===== src/rtl/div_ctrl_pkg.sv =====
// Shared types and helpers for the binary clock-divider ratio controller.
package div_ctrl_pkg;

    localparam int SEL_W   = 4;
    localparam int MAX_SEL = 10;
    localparam int CNT_W   = MAX_SEL;

    typedef enum logic [1:0] {
        STOP  = 2'd0,
        RUN   = 2'd1,
        PEND  = 2'd2,
        DRAIN = 2'd3
    } state_t;

    // Terminal count of the half-period counter: 2^sel - 1.
    function automatic logic [CNT_W-1:0] half_m1(input logic [SEL_W-1:0] sel);
        logic [CNT_W:0] one;
        logic [CNT_W:0] v;
        one = (CNT_W+1)'(1);
        v   = (one << sel) - one;
        return v[CNT_W-1:0];
    endfunction

endpackage


===== src/rtl/div_half_counter.sv =====
// Half-period counter producing the divided square wave, its rising-edge
// tick and the period-boundary flag used by the ratio controller.
module div_half_counter
    import div_ctrl_pkg::*;
(
    input  logic             clk,
    input  logic             reset,
    input  logic             load,
    input  logic             run,
    input  logic [CNT_W-1:0] half_m1,
    output logic             div_out,
    output logic             tick,
    output logic             boundary
);

    logic [CNT_W-1:0] cnt;
    logic             wrap;

    assign wrap     = run && (cnt == half_m1);
    // The boundary is the wrap that ends a high phase: the next div_out is 0.
    assign boundary = wrap && div_out;

    // Count half periods; toggle the output and flag rising edges on wrap.
    always_ff @(posedge clk) begin
        if (!reset || load) begin
            cnt     <= '0;
            div_out <= 1'b0;
            tick    <= 1'b0;
        end else if (run) begin
            if (wrap) begin
                cnt     <= '0;
                div_out <= ~div_out;
                tick    <= ~div_out;
            end else begin
                cnt     <= cnt + 1'b1;
                tick    <= 1'b0;
            end
        end else begin
            tick <= 1'b0;
        end
    end

endmodule


===== src/rtl/div_ratio_ctrl.sv =====
// Runtime ratio controller for the binary clock divider. Ratio changes and
// stops are deferred to period boundaries so div_out never emits a runt.
module div_ratio_ctrl
    import div_ctrl_pkg::*;
#(
    parameter int SEL_W   = div_ctrl_pkg::SEL_W,
    parameter int MAX_SEL = div_ctrl_pkg::MAX_SEL,
    parameter int RST_SEL = 0
) (
    input  logic             clk,
    input  logic             reset,
    input  logic             en,
    input  logic             cfg_valid,
    input  logic [SEL_W-1:0] cfg_sel,
    output logic             cfg_ready,
    output logic             cfg_err,
    output logic             div_out,
    output logic             tick,
    output logic [SEL_W-1:0] active_sel,
    output logic             busy
);

    state_t           state;
    state_t           state_n;
    logic [SEL_W-1:0] pend_sel;
    logic             pend_vld;
    logic             boundary;
    logic             hs;
    logic             legal;
    logic             take_pend;
    logic             apply_cfg;
    logic             apply_pend;

    assign hs    = cfg_valid && cfg_ready;
    assign legal = (cfg_sel <= SEL_W'(MAX_SEL));

    div_half_counter u_cnt (
        .clk      (clk),
        .reset    (reset),
        .load     (state == STOP),
        .run      (state != STOP),
        .half_m1  (half_m1(active_sel)),
        .div_out  (div_out),
        .tick     (tick),
        .boundary (boundary)
    );

    // Next-state and select-update decisions; all changes land on boundaries.
    always_comb begin
        state_n    = state;
        take_pend  = 1'b0;
        apply_cfg  = 1'b0;
        apply_pend = 1'b0;
        case (state)
            STOP: begin
                if (hs && legal) apply_cfg = 1'b1;
                if (en) state_n = RUN;
            end
            RUN: begin
                if (hs && legal) begin
                    take_pend = 1'b1;
                    state_n   = PEND;
                end else if (!en) begin
                    state_n = boundary ? STOP : DRAIN;
                end
            end
            PEND: begin
                if (boundary) begin
                    apply_pend = 1'b1;
                    state_n    = en ? RUN : STOP;
                end
            end
            DRAIN: begin
                if (hs && legal) take_pend = 1'b1;
                if (en) begin
                    state_n = (pend_vld || (hs && legal)) ? PEND : RUN;
                end else if (boundary) begin
                    state_n = STOP;
                    if (hs && legal) apply_cfg = 1'b1;
                    else if (pend_vld) apply_pend = 1'b1;
                end
            end
            default: state_n = STOP;
        endcase
    end

    // Control registers: state, selects, handshake status.
    always_ff @(posedge clk) begin
        if (!reset) begin
            state      <= STOP;
            active_sel <= SEL_W'(RST_SEL);
            pend_vld   <= 1'b0;
            cfg_err    <= 1'b0;
            busy       <= 1'b0;
            cfg_ready  <= 1'b1;
        end else begin
            state     <= state_n;
            cfg_err   <= hs && !legal;
            busy      <= (state_n != STOP);
            cfg_ready <= (state_n != PEND);
            if (apply_cfg)       active_sel <= cfg_sel;
            else if (apply_pend) active_sel <= pend_sel;
            if (state_n == STOP || state_n == RUN) pend_vld <= 1'b0;
            else if (take_pend)                    pend_vld <= 1'b1;
        end
    end

    // Pending select holds data only; validity is tracked by pend_vld.
    always_ff @(posedge clk) begin
        if (take_pend) pend_sel <= cfg_sel;
    end

endmodule


===== config.mk =====
export PLATFORM = sky130hd
export DESIGN_NAME = div_ratio_ctrl
export DESIGN_NICKNAME = d
export VERILOG_FILES = /design/src/rtl/div_ctrl_pkg.sv /design/src/rtl/div_half_counter.sv /design/src/rtl/div_ratio_ctrl.sv
export SDC_FILE = /design/constraint.sdc
export NUM_CORES = 1
export LEC_CHECK = 0
export BUFFER_PORTS_ARGS = -buffer_cell sky130_fd_sc_hd__buf_2
export CAP_MARGIN = 0
export CORE_MARGIN = 4
export CORE_UTILIZATION = 35
export DETAILED_ROUTE_END_ITERATION = 16
export GPL_TIMING_DRIVEN = 0
export SYNTH_ARGS = -nofsm -noshare
export SYNTH_HDL_FRONTEND = slang
export SYNTH_SLANG_ARGS = --single-unit

===== constraint.sdc =====
create_clock -name clk -period 3.6 [get_ports clk]
set_clock_uncertainty 0.2 [all_clocks]
set_input_delay 0.18 -clock clk [delete_from_list [all_inputs] [get_ports clk]]
set_output_delay 0.18 -clock clk [all_outputs]
set_load 0.05 [all_outputs]

==> summary.txt <==
Synth
  – Yosys warns: 0
  – Syn Area/Cell: 9.00 sq um
  – Yosys top cell area share: 25.2%
  – Seq/Total Area, Yosys: 32.1%
  – Synth top cells by count: 22 x dfxtp_1, 20 x nor2_1, 11 x nand2_1
  – Flops & latches, synth: 26
  – Synthesized instance count: 194
  – Top post-synthesis cells by area: dfxtp_1 25%, edfxtp_1 6.9%, ha_1 4.3%
  – Syn Std Cell Area: 1750 sq um
  – Distinct cells, synth: 68
  – Most used flip-flop cell after synthesis: dfxtp_1
  – Async S/R FF share, synth: 0%
  – Largest area contributor in the netlist: dfxtp_1
  – Net Count, Synth: 208
  – EDFF count, synth: 4
  – Count leader, synth: dfxtp_1

Clocking
  – Hold-fix buffers at CTS: 5
  – Worst-Skew Late Latency: 0.27 ns
  – CTS Sinks: 26
  – Num CTS Buffers: 3
  – Postcts setup bufs: 0
  – # resized after CTS: 0
  – CTS Buffer Depth: 2
  – CTS H-tree depth: 1
  – Clock slew at reported path FFs: 0.09 ns
  – Root buffer cell: clkbuf_8
  – CTS tree: done

Layout
  – Area Growth Syn to Fin: 14.5%
  – Utilization after layout: 41.8%
  – Ratio of cells with drive above 1 in the final layout: 19.7%
  – Total Nets Final: 233
  – Post-route cell area: 2000 sq um
  – ANT cells: 0

Critical path
  – Crit path largest cell delay: 0.61 ns
  – Worst Path Required: 3.56 ns
  – Worst reg-to-reg path cell count: 8
  – Startpoint types: register
  – Crit path DAT: 3.30 ns
  – Crit. Startpoint: active_sel[0]
  – CP Max Fanout: 10
  – Critical path class: register to register
  – Slowest cell on crit path: or4_4
  – R2R Path Start: active_sel[0]
  – Critical path capture point type: register
  – Cells along the critical path: or4_4 -> ha_1 -> and4b_1 -> o41ai_1 -> a21boi_2 -> and3_4 -> and4_1 -> or4_1

Min path
  – HP Start: en
  – Hold Path Class: input pin to register
  – Hold depth: 3

Status
  – Outcome: completed

Routing
  – Iter 0 DRT Violations: 80
  – Met3 wire length: 95 microns
  – Metal2 WL: 1710 microns
  – DR top layer: met4
  – Metal-1 WL: 2150 microns
  – Total Wirelength: 4010 microns
  – DR WL/cell: 14.1 microns
  – DR vias: 1499
  – DR vias/cell: 5.26
  – Post-DRT Antenna Nets: 0
  – Initial DRT Pass Iterations: 4
  – Post-route DRC: 0

Floorplanning
  – I/O pin count: 17
  – Initial Util: 36.5%
  – Die ar.: 6190 sq um
  – Core area: 4790 sq um
  – DIE WIDTH: 78.6 microns
  – Row Count: 25
  – Die Ht: 78.6 microns

Placement
  – Detail Placement HPWL: 2940 microns
  – Final GP Congestion: 0.764
  – Count of input and output buffers: 15
  – Placed cell area: 1910 sq um

STA
  – Min Tclk post-route: 3.34 ns
  – Finish-stage setup viols: 0
  – Crit share post-route: 92.9%
  – Max-slew violation count: 0
  – Setup_tns: 0 ns
  – F_max: 299 MHz
  – RSZ-0062 raised after global routing: no
  – Relative slew slack: 65.7%
  – Hold Vio Cnt, Final: 0
  – Worst slew pin tran: 0.507 ns

GRT
  – Vias in the first global route: 1378
  – Initial antenna violation count: 0
  – Global route total overflow: 0
  – First-pass GRT wire length: 6790 microns
  – Total global-route track usage: 13.7%
  – Largest net degree at the start of global routing: 15

Power
  – Pwr dens: 337 nW/um^2
  – LEAKAGE: 0.783 nW
  – Maximum vdd ir drop: 128 uV

Flow run
  – MaxCap Viol Count: 0
## state kept, by name (all words and copies together) (netlist names)
name	count
busy	1
u_cnt.div_out	1
active_sel	4
u_cnt.tick	1
u_cnt.cnt	10
pend_sel	4
pend_vld	1
state	2
cfg_ready	1
cfg_err	1
## placed cells by master, fill, tap and decap left out, drive strengths merged, types with 3 or more instances in the layout
cell type / count
a21boi: 3
a21oi: 8
and2b: 3
and3: 6
and4b: 4
buf: 21
clkbuf: 6
dfxtp: 22
dlygate4sd3: 5
edfxtp: 4
ha: 6
inv: 7
nand2: 11
nand2b: 5
nand3: 5
nand4: 3
nor2: 20
nor3: 5
o211a: 3
o21ai: 5
o22ai: 3
xnor2: 5
xor2: 8
## per-layer routing
| layer | vias to the layer above | GRT usage, % |
|---|---|---|
| met2 | 23 | 20.7 |
| met4 | 0 | 5.07 |
| met1 | 700 | 19.7 |
| li1 | 771 | - |
| met3 | 5 | 1.83 |
| met5 | - | 0 |
## logic make-up (layout without fill, tap and decap cells)
group | after synthesis | after routing | share of synthesized area [%]
adders and majority gates | 7 | 7 | 4.94
DFF | 26 | 26 | 32.1
and+or+nand+nor | 83 | 83 | 28.1
AOI/OAI and AO/OA | 46 | 46 | 21.2
buffers and inverters | 16 | 40 | 5.37
muxes | 3 | 3 | 1.79
xor gates and xnor gates | 13 | 13 | 6.52
## power by group
| part | internal, mW | switching, mW | leakage [nW] |
|---|---|---|---|
| clock | 0.0766 | 0.0930 | 0.0231 |
| combinational | 0.0773 | 0.110 | 0.545 |
| sequential | 0.304 | 0.0130 | 0.215 |
| total | 0.458 | 0.216 | 0.783 |
## through the flow
stage               power (mW)  hold slack (ns)  instances  setup slack [ns]
CTS                      0.682           0.0214        285             0.270
finish                   0.674           0.0253        285             0.255
floorplan                0.465           0.0789        194             0.384
global placement         0.505            0.200        276             0.323
global route             0.716           0.0444        285            0.0977
detailed placement       0.507            0.203        276             0.309
## cell type report
class | instances | area, sq um
inverters | 7 | 26.3
fillers | 488 | 2790
plain buffers | 9 | 67.6
clock buffers | 3 | 41.3
flip-flops and latches | 26 | 561
multi-input cells | 152 | 1090
clock inverters | 1 | 3.75
well taps | 67 | 83.8
repair buffers | 20 | 125
## worst max-delay path, delay by kind of cell (launching register included)
kind                       cells  cell delay, ns
and+or+nand+nor                5            1.65
AOI/OAI and AO/OA              2            0.65
DFF                            1            0.43
adders and majority gates      1            0.29
## final timing paths
kind | slack, ns | to
min | 0.03 | cfg_ready
max reg2reg | 0.26 | busy
max | 0.26 | busy
min reg2reg | 0.32 | pend_vld
Power figures use the tool's default switching activity.
